$ cat src/rtl/elevator_controller.sv
// SCAN dispatcher for the elevator car: latches floor calls, steps the car one floor per cycle,
// holds the door open at served floors and freezes on an out-of-range floor report.
module elevator_controller #(
  parameter int NUM_FLOORS  = 5,
  parameter int FLOOR_W     = 5,
  parameter int DOOR_CYCLES = 4
) (
  input  logic                  Clk,
  input  logic                  Reset_n,
  input  logic [NUM_FLOORS-1:0] CallReq,
  input  logic [FLOOR_W-1:0]    WhichFloor,
  output logic [1:0]            State,
  output logic                  DoorOpen,
  output logic                  DirUp,
  output logic [NUM_FLOORS-1:0] PendingCalls,
  output logic                  Fault
);

  localparam int CNT_W = (DOOR_CYCLES > 1) ? $clog2(DOOR_CYCLES) : 1;
  localparam logic [1:0] CMD_STOP = 2'b00;
  localparam logic [1:0] CMD_UP   = 2'b11;
  localparam logic [1:0] CMD_DOWN = 2'b01;

  typedef enum logic [1:0] {IDLE, UP, DOWN, DOOR} FsmState;

  FsmState               r_fsm, w_nextFsm;
  logic [1:0]            r_state, w_nextState;
  logic                  r_doorOpen, w_nextDoor;
  logic                  r_dirUp, w_nextDir;
  logic [NUM_FLOORS-1:0] r_pending, w_nextPending;
  logic                  r_fault;
  logic [CNT_W-1:0]      r_dwell, w_nextDwell;

  logic                  w_floorOk, w_freeze;
  logic [NUM_FLOORS-1:0] w_floorBit, w_latched, w_visible;
  logic                  w_above, w_below, w_here, w_atTop, w_atBottom;

  // While dwelling, the served floor's call is masked so it can never reopen the door.
  always_comb begin
    w_floorOk  = (WhichFloor < FLOOR_W'(NUM_FLOORS));
    w_freeze   = r_fault || !w_floorOk;
    w_floorBit = '0;
    for (int i = 0; i < NUM_FLOORS; i++) begin
      if (WhichFloor == FLOOR_W'(i)) w_floorBit[i] = 1'b1;
    end
    w_latched = r_pending | CallReq;
    w_visible = (r_fsm == DOOR) ? (w_latched & ~w_floorBit) : w_latched;
    w_above   = 1'b0;
    w_below   = 1'b0;
    for (int i = 0; i < NUM_FLOORS; i++) begin
      if (w_visible[i] && (FLOOR_W'(i) > WhichFloor)) w_above = 1'b1;
      if (w_visible[i] && (FLOOR_W'(i) < WhichFloor)) w_below = 1'b1;
    end
    w_here     = |(w_visible & w_floorBit);
    w_atTop    = (WhichFloor == FLOOR_W'(NUM_FLOORS - 1));
    w_atBottom = (WhichFloor == '0);
  end

  always_ff @(posedge Clk or negedge Reset_n) begin
    if (!Reset_n) begin
      r_fsm      <= IDLE;
      r_state    <= CMD_STOP;
      r_doorOpen <= 1'b0;
      r_dirUp    <= 1'b1;
      r_pending  <= '0;
      r_fault    <= 1'b0;
      r_dwell    <= '0;
    end else begin
      r_fsm      <= w_nextFsm;
      r_state    <= w_nextState;
      r_doorOpen <= w_nextDoor;
      r_dirUp    <= w_nextDir;
      r_pending  <= w_nextPending;
      r_fault    <= r_fault | !w_floorOk;
      r_dwell    <= w_nextDwell;
    end
  end

  always_comb begin
    w_nextFsm   = r_fsm;
    w_nextDir   = r_dirUp;
    w_nextDwell = r_dwell;
    if (w_freeze) begin
      w_nextFsm   = IDLE;
      w_nextDwell = '0;
    end else begin
      case (r_fsm)
        UP: begin
          if (w_here) begin
            w_nextFsm   = DOOR;
            w_nextDwell = '0;
          end else if (!w_above || w_atTop) begin
            w_nextFsm = IDLE;
          end
        end
        DOWN: begin
          if (w_here) begin
            w_nextFsm   = DOOR;
            w_nextDwell = '0;
          end else if (!w_below || w_atBottom) begin
            w_nextFsm = IDLE;
          end
        end
        default: begin
          // IDLE, and DOOR once the dwell expires, share the SCAN decision.
          if ((r_fsm == DOOR) && (r_dwell != CNT_W'(DOOR_CYCLES - 1))) begin
            w_nextDwell = r_dwell + 1'b1;
          end else if (w_here) begin
            w_nextFsm   = DOOR;
            w_nextDwell = '0;
          end else if (w_above && (r_dirUp || !w_below)) begin
            w_nextFsm = UP;
            w_nextDir = 1'b1;
          end else if (w_below) begin
            w_nextFsm = DOWN;
            w_nextDir = 1'b0;
          end else begin
            w_nextFsm = IDLE;
          end
        end
      endcase
    end
  end

  always_comb begin
    w_nextState = CMD_STOP;
    w_nextDoor  = 1'b0;
    case (w_nextFsm)
      UP:      w_nextState = w_atTop ? CMD_STOP : CMD_UP;
      DOWN:    w_nextState = w_atBottom ? CMD_STOP : CMD_DOWN;
      DOOR:    w_nextDoor  = 1'b1;
      default: w_nextState = CMD_STOP;
    endcase
    if (w_freeze) begin
      w_nextPending = r_pending;
    end else if (w_nextFsm == DOOR) begin
      w_nextPending = w_visible & ~w_floorBit;
    end else begin
      w_nextPending = w_visible;
    end
  end

  assign State        = r_state;
  assign DoorOpen     = r_doorOpen;
  assign DirUp        = r_dirUp;
  assign PendingCalls = r_pending;
  assign Fault        = r_fault;

endmodule
$ cat config.mk
export PLATFORM = sky130hd
export DESIGN_NAME = elevator_controller
export DESIGN_NICKNAME = d
export VERILOG_FILES = /design/src/rtl/elevator_controller.sv
export SDC_FILE = /design/constraint.sdc
export NUM_CORES = 1
export LEC_CHECK = 0
export BUFFER_PORTS_ARGS = -buffer_cell sky130_fd_sc_hd__buf_4
export CORE_AREA = 2 2 48 54
export DETAILED_ROUTE_END_ITERATION = 16
export DIE_AREA = 0 0 50 56
export PLACE_DENSITY = 0.71
export SLEW_MARGIN = 10
export SYNTH_ARGS = -nofsm -noshare
export SYNTH_HDL_FRONTEND = slang
export SYNTH_SLANG_ARGS = --single-unit
$ cat constraint.sdc
create_clock -name Clk -period 2.7 [get_ports Clk]
set_input_delay 0.27 -clock Clk [delete_from_list [all_inputs] [get_ports Clk]]
set_output_delay 0.27 -clock Clk [all_outputs]
set_load 0.02 [all_outputs]
* Yosys cells after proc, flatten, opt, wreduce, memory -nomap -nowiden
Index checks and enable logic that the tools add are counted.
Storage, ports and cells: register bits after elaboration 14, latch bits 0, memory bits (writable) 0, bits in read-only memories 0, input port bits 12, output and inout port bits 10, memories 0
Operators by class: add/sub/neg operators 1, $mul 0, div/mod/pow operators 0, magnitude comparators 11, equal/unequal tests 11, shift operators 0, mux-type cells 37, bitwise operators 10, reductions and logical operators 24
Operators by type and width (count):
- 2-to-1 mux 2 bit | 14
- 2-to-1 mux 1 bit | 19
- AND 5 bit | 3
- logical AND 1 bit | 12
- equality test 5 x 2 -> 1 bit, second input constant | 2
- > comparator 1 x 5 -> 1 bit, first input constant | 2
- > comparator 2 x 5 -> 1 bit, first input constant | 2
- < comparator 1 x 5 -> 1 bit, first input constant | 2
- < comparator 2 x 5 -> 1 bit, first input constant | 2
- 2-to-1 mux 5 bit | 2
- equality test 2 bit, second input constant | 4
- one-hot mux 2 bit (2 select lines) | 2
- equality test 5 x 1 -> 1 bit, second input constant | 1
- equality test 5 x 3 -> 1 bit, second input constant | 1
- > comparator 3 x 5 -> 1 bit, first input constant | 1
- zero test 5 bit | 1
- < comparator 3 x 5 -> 1 bit, first input constant | 1
- < comparator 5 x 3 -> 1 bit, second input constant | 1
- NOT 5 bit | 1
- OR 5 bit | 1
- AND reduction 5 bit | 1
- OR reduction 5 bit | 1
- equality test 2 x 1 -> 1 bit, second input constant | 2
- logical OR 1 bit | 4
- other kinds (7) | 12

* Depth between registers and ports, before layout
Gate-level depths: netlist of the first run.
word-level depth 21, mapped depth 11

* Worst setup path before layout of the first run
OpenSTA, ideal clock, no wires.
path type reg2reg, from reg r_pending[0] (netlist: PendingCalls[0]), to reg r_pending[0] (netlist: PendingCalls[0]), data arrival time 2.630 ns, setup slack -0.012 ns, stages on the path, launching flop included 10, path buffers 0, clock period less this slack 2.712 ns, path through dfrtp_1 -> or4_4 -> o32a_1 -> a22oi_2 -> nor2_2 -> a211o_1 -> ha_1 -> o21ai_0 -> nor2_1 -> a31oi_1
On the way: word-level cells in the longest chain between the ends 19, elaborated cells between the ends (all ways) 36, classes of those cells 1 x eq/ne; 22 x mux; 4 x bitwise; 9 x reduce/logical
RTL lines:
- start, declared | line 30 | logic [NUM_FLOORS-1:0] r_pending, w_nextPending;
- start signal, assigned | line 73 | r_pending <= w_nextPending;
- OR 5 bit * | line 46 | w_latched = r_pending | CallReq;
- AND 5 bit | line 47 | w_visible = (r_fsm == DOOR) ? (w_latched & ~w_floorBit) : w_latched;
- 2-to-1 mux 5 bit * | line 47
- logical AND 1 bit | line 52 | if (w_visible[i] && (FLOOR_W'(i) < WhichFloor)) w_below = 1'b1;
- 2-to-1 mux 1 bit (5 in a row) | line 52
- zero test 1 bit | line 100, 111
- logical OR 1 bit | line 111 | end else if (w_above && (r_dirUp || !w_below)) begin
- logical AND 1 bit | line 111
- 2-to-1 mux 2 bit | line 111
- 2-to-1 mux 2 bit | line 108 | end else if (w_here) begin
- 2-to-1 mux 2 bit | line 106 | if ((r_fsm == DOOR) && (r_dwell != CNT_W'(DOOR_CYCLES - 1))) begin
- one-hot mux 2 bit (2 select lines) * | line 87 | case (r_fsm)
- 2-to-1 mux 2 bit * | line 83 | if (w_freeze) begin
- named net w_nextFsm[0] | line 26 | FsmState r_fsm, w_nextFsm;
- equality test 2 bit * | line 136 | end else if (w_nextFsm == DOOR) begin
- 2-to-1 mux 5 bit * | line 136
The timed path passes the listed nets; every way through them passes the cells marked *. A chain may end at the register's enable or synchronous reset.

* Worst setup path in the final report of the first run
from reg r_pending[0] (netlist: PendingCalls[0]), to reg r_state[0] (netlist: State[0])
On the way: word-level cells in the longest chain between the ends 19, elaborated cells between the ends (all ways) 36, classes of those cells 2 x eq/ne; 22 x mux; 3 x bitwise; 9 x reduce/logical
RTL lines:
- OR 5 bit * | line 46
- AND 5 bit | line 47
- 2-to-1 mux 5 bit * | line 47
- logical AND 1 bit | line 52
- 2-to-1 mux 1 bit (5 in a row) | line 52
- zero test 1 bit | line 100, 111
- logical OR 1 bit | line 111
- logical AND 1 bit | line 111
- 2-to-1 mux 2 bit | line 111
- 2-to-1 mux 2 bit | line 108
- 2-to-1 mux 2 bit | line 106
- one-hot mux 2 bit (2 select lines) * | line 87
- 2-to-1 mux 2 bit * | line 83
- equality test 2 bit or equality test 2 x 1 -> 1 bit (tied branches) | line 128 | case (w_nextFsm)
- one-hot mux 2 bit (2 select lines) * | line 128
- named net w_nextState[0] | line 27 | logic [1:0] r_state, w_nextState;
- end signal, assigned | line 70 | r_state <= w_nextState;
- end, declared | line 27
Marked as above.

==> flow_summary.yaml, run 1 <==
layout:
  final_common_cell: "buf_4"
  most-common-layout-cells: "46 x buf_4, 12 x dfrtp_1, 12 x nor2_1, 11 x a21oi_1, 7 x a21o_1"
  antennaDiodeCount: 0
  utilization_pct: 65.4
  final_cell_area_sq_mm: 0.00146
  nets: 182
  drive_gt1_share_pct: 43.2
  syn_to_final_growth_pct: 41.7
clock_tree:
  cts_tree: "built"
  cts.htree.levels: 1
  clk_pin_slew_ns: 0.09
  cts_root_buf: "clkbuf_4"
  cts.sinks: 14
  clk_latency_ns: 0.29
  clk_path_buf_depth: 2
  numCtsBuffers: 3
routing:
  ant_nets: 0
  drc: 0
  drtIter0Drc: 17
  drtPass1Iterations: 4
  routed_wl_um: 2760
  num_vias: 1047
  wl_per_cell_um: 14.4
  via_per_inst: 5.45
floorplan:
  die_w_um: 50
  initial_utilization_pct: 46.2
  dieArea_sq_mm: 0.00280
  rows: 18
  ioPinCount: 22
  fp.dieH_um: 56
  coreArea_sq_mm: 0.00223
sta:
  fmax_mhz: 361
  fin_crit_sh_pct: 103
  final_max_slew_viol_count: 0
  finalHoldViolCount: 0
  rsz0062_at_grt: "true"
  finClkSkew_ns: 0.00828
  period_minus_slack_ns: 2.77
  setup_violations: 2
  postLayoutSetupSlackWorst_ns: -0.0680
  worst_pin_slew_ns: 0.522
  relSlewSlack_pct: 64.6
setup_path:
  criticalPathCategory: "register to register"
  cp_cell_sequence: "or4_4 > o32a_1 > a211oi_2 > o22ai_2 > a21o_1 > ha_1 > inv_2 > and3_4 > nand2b_4"
  crit_path_start_kind: "register"
  r2r_cells: 9
  cp_top_family: "compound AO/OA/AOI/OAI gates"
  r2r_end: "State[0]"
  crit_fanout: 3
  required_ns: 2.86
  cp_slowest_stage_delay_ns: 0.53
  rrSetupSlack_ns: -0.07
  r2r_start: "PendingCalls[0]"
  crit_slowest_cell: "or4_4"
  end_kind: "register"
  path_buf_inv: 1
  worstPathArrival_ns: 2.93
global_route:
  grt_max_degree: 15
  grt_overflow: 0
  grt_first_pass_wirelength_um: 4480
  grtUsageTotal_pct: 20.4
  antenna_found_initial: 0
  first_global_vias: 976
placed_design:
  dpl_worst_slack_ns: -0.0738
  portBuffers: 21
  dp_hpwl_um: 2090
  placed_area_sq_mm: 0.00136
  place.gp.congestion: 0.881
logic_synthesis:
  synthArstFlopShare_pct: 100
  syn_avg_cell_area_sq_um: 9.03
  synth-seq-cells: 14
  synth_edf_count: 0
  syn_inst: 114
  synth_nets: 133
  synth_cell_types: 38
  netlist_area_sq_mm: 0.00103
  ys_warn_count: 0
  ys_seq_area_share_pct: 34.1
  yosys_most_used_dff: "dfrtp_1"
outcome:
  status: "finished with violations"
  violations: "setup timing"
worst_hold_path:
  hold_path_end: "PendingCalls[4]"
  min_from: "CallReq[4]"
  min_path_cells: 3
  hold_path_class: "input port to register"
run:
  cap_viol_max_count: 0
power_and_ir_drop:
  power.density_mw_per_mm2: 316
  vdd_drop_max_uv: 273
  power.leakage_nw: 0.687
## power by group
part           switching [mW]  leakage [nW]  internal (mW)
registers             0.00183         0.183          0.213
logic                  0.0454         0.483         0.0448
clock network          0.0749        0.0210         0.0821
total                   0.122         0.687          0.340
## timing repair
item                                   CTS  global route
setup endpoints to repair                5             7
hold buffers                             1             0
pin swaps                                2             4
setup buffers                            1             2
endpoints found under the hold margin   13             0
cloned                                   0             0
gates resized for setup                  1            11
## final cells by class
type,count,area (sq um)
multi-input combinational,90,651
inverter,7,26.3
fill,190,771
timing repair buffer,47,355
tap,30,37.5
sequential,14,353
clock buffer,4,36.3
## registers in the layout (all words and copies together) (netlist names)
| name | flops |
|---|---|
| DoorOpen | 1 |
| PendingCalls | 5 |
| DirUp | 1 |
| State | 2 |
| r_fsm | 2 |
| Fault | 1 |
| r_dwell | 2 |
## metal layers
layer / part of all wire [%] / global-route usage (%) / vias up
li1: - / - / 519
met1: 44 / 25.0 / 500
met2: 51 / 36.5 / 22
met3: 3.3 / 3.23 / 6
met4: 1.6 / 4.76 / 0
met5: 0 / 0 / -
## cells by family after synthesis
kind of cell | synth area share [%]
compound gates | 30.9
fa+ha+maj | 8.51
buf+inv | 6.08
flops | 34.1
simple gates | 20.4
## cells in the mapped netlist (all sizes together), types with 2 or more instances
library cell	n	area (sq um)
inv	7	26.3
nand2b	4	25.0
a21o	7	52.6
buf	2	22.5
a211o	2	17.5
nand2	3	11.3
nor2	14	55.1
nand3	4	20.0
o311ai	2	17.5
a31oi	5	31.3
ha	7	87.6
a21oi	12	60.1
dfrtp	13	325
a211oi	3	27.5
nor4	2	12.5
o21ai	8	40.0
or4	2	18.8
## per-stage QoR
stage	hold slack [ns]	power (mW)	std cells	setup TNS (ns)
finish	0.264	0.462	192	-0.0691
global route	0.279	0.484	192	-0.721
CTS	0.257	0.465	191	0
detailed placement	0.135	0.305	185	-0.218
global placement	0.131	0.304	185	-0.0724
floorplan	-0.0256	0.258	114	0
## tightest hold or removal path, stage by stage
cell	delay [ns]
buf_4	0.09
a21oi_1	0.05
nor2_1	0.09
## how the worst max path moves through the flow
stage,from,endpoint,slack [ns],cells after the start
after floorplan,PendingCalls[0],PendingCalls[0],0.01,9
after global placement,CallReq[0],PendingCalls[1],-0.03,10
after detailed placement,CallReq[0],PendingCalls[3],-0.07,10
after CTS,PendingCalls[0],State[0],0.002,10
after global routing,PendingCalls[0],State[0],-0.17,10
final,PendingCalls[0],State[0],-0.07,9
Note: power is estimated with default switching activity, not from simulation.
==> run 2, diff against run 1 <==
CORE_AREA = 2 2 49 56   (was 2 2 48 54)
DIE_AREA = 0 0 51 58   (was 0 0 50 56)
PLACE_DENSITY = 0.65   (was 0.71)
SKIP_LAST_GASP = 1   (was unset)
clock period = 2.98 ns   (was 2.7 ns; I/O delays follow)
==> run 2 against run 1 <==
Net effect:
- the run now ends clean
- clock power down 8%
- wire length down 7.8%
- total power down 12%
- largest cell class unchanged
==> flow_summary.yaml, run 2 (synthesis gave the netlist of run 1 again) <==
outcome:
  status: "finished, final reports clean"
worst_hold_path:
  min_from: "WhichFloor[0]"
  hold_path_class: "input port to register"
  hold_path_end: "PendingCalls[3]"
  min_path_cells: 2
sta:
  final_max_slew_viol_count: 0
  fmax_mhz: 357
  relSlewSlack_pct: 50.8
  finClkSkew_ns: 0.00920
  worst_pin_slew_ns: 0.728
  setup_violations: 0
  rsz0062_at_grt: "false"
  period_minus_slack_ns: 2.80
  finalHoldViolCount: 0
  fin_crit_sh_pct: 93.9
  tns_ns: 0
setup_path:
  crit_path_start_kind: "register"
  r2r_cells: 9
  r2r_start: "PendingCalls[2]"
  crit_fanout: 5
  crit_slowest_cell: "or4_1"
  cp_cell_sequence: "or4_1 > o32a_1 > a22oi_2 > nor2_2 > a211o_1 > ha_1 > o21ai_1 > nor2_1 > a31oi_1"
  r2r_end: "PendingCalls[0]"
  criticalPathCategory: "register to register"
  cp_top_family: "compound AO/OA/AOI/OAI gates"
  cp.depth: 9
  path_buf_inv: 0
  worstPathArrival_ns: 3.01
  rrSetupSlack_ns: 0.18
  required_ns: 3.19
  cp_slowest_stage_delay_ns: 0.57
  end_kind: "register"
run:
  cap_viol_max_count: 0
power_and_ir_drop:
  finalPower_uw: 405
  vdd_drop_max_uv: 165
  power.density_mw_per_mm2: 322
  power.leakage_nw: 0.580
placed_design:
  placed_area_sq_mm: 0.00121
  portBuffers: 21
  place.gp.congestion: 0.875
  dp_hpwl_um: 1960
layout:
  drive_gt1_share_pct: 27.1
  utilization_pct: 52.4
  final_cell_area_sq_mm: 0.00126
  final_common_cell: "buf_4"
  antennaDiodeCount: 0
  most-common-layout-cells: "24 x buf_4, 13 x dfrtp_1, 13 x nor2_1, 12 x a21oi_1"
  nets: 160
  largest_reg_flops: 5
  syn_to_final_growth_pct: 22.2
clock_tree:
  clk_latency_ns: 0.29
  cts_tree: "built"
  cts.htree.levels: 1
  cts_root_buf: "clkbuf_4"
  clk_path_buf_depth: 2
  cts.sinks: 14
  clk_pin_slew_ns: 0.10
  numCtsBuffers: 3
global_route:
  first_global_vias: 989
  antenna_found_initial: 0
  grt_first_pass_wirelength_um: 4530
  grt_overflow: 0
  grtUsageTotal_pct: 20.2
  grt_max_degree: 15
routing:
  via_per_inst: 5.70
  drc: 0
  wl_per_cell_um: 14.9
  num_vias: 975
  ant_nets: 0
  routed_wl_um: 2550
  drtPass1Iterations: 4
  drtIter0Drc: 19
floorplan:
  ioPinCount: 22
  rows: 19
  fp.dieH_um: 58
  initial_utilization_pct: 42.9
  dieArea_sq_mm: 0.00296
  die_w_um: 51
  coreArea_sq_mm: 0.00240
-- run 2: metrics by stage --
stage          hold slack [ns]  setup WS (ns)  instances
2_1_floorplan          0.00241          0.268        114
3_3_place_gp             0.161          0.202        166
5_1_grt                  0.271         0.0225        171
4_1_cts                  0.252          0.132        171
3_5_place_dp             0.162          0.127        166
6_report                 0.260          0.181        171
-- run 2: worst max-delay path by stage --
stage / to / slack [ns] / startpoint
global route: PendingCalls[0] / 0.02 / PendingCalls[2]
floorplan: PendingCalls[0] / 0.27 / PendingCalls[0]
finish: PendingCalls[0] / 0.18 / PendingCalls[2]
global placement: PendingCalls[0] / 0.20 / CallReq[0]
CTS: PendingCalls[0] / 0.13 / PendingCalls[2]
detailed placement: PendingCalls[2] / 0.13 / CallReq[0]
-- run 2: metal layers --
| metal | wire (um) | global-route usage, % | vias up |
|---|---|---|---|
| li1 | - | - | 476 |
| met1 | 1100 | 26.6 | 454 |
| met2 | 1210 | 31.9 | 36 |
| met3 | 145 | 2.84 | 9 |
| met4 | 87 | 10.8 | 0 |
| met5 | 0 | 0 | - |
-- run 2: area by class of cell --
class | instances | area [sq um]
Clock buffer | 4 | 36.3
Multi-Input combinational cell | 90 | 616
Fill cell | 237 | 1140
Tap cell | 31 | 38.8
Sequential cell | 14 | 352
Timing Repair Buffer | 25 | 190
Inverter | 7 | 26.3
-- run 2: what timing repair did --
| item | in CTS | in global routing |
|---|---|---|
| setup endpoints to repair | 0 | 4 |
| hold buffers | 1 | 0 |
| setup buffers | 0 | 0 |
| resized for setup | 0 | 1 |
| hold endpoints to repair | 13 | 0 |
-- run 2: worst reg2reg max path, delay by kind of cell, from the launching register on --
family,cells,cell delay (ns)
and+or+nand+nor,3,0.74
AOI/OAI and AO/OA,5,1.33
DFF,1,0.43
adders and majority gates,1,0.22
-- run 2: power breakdown --
group	switching, mW	leakage [nW]	internal, mW	total (mW)
Clock	0.0710	0.0210	0.0744	0.145
Combinational	0.0352	0.374	0.0282	0.0633
Sequential	0.00332	0.185	0.193	0.196
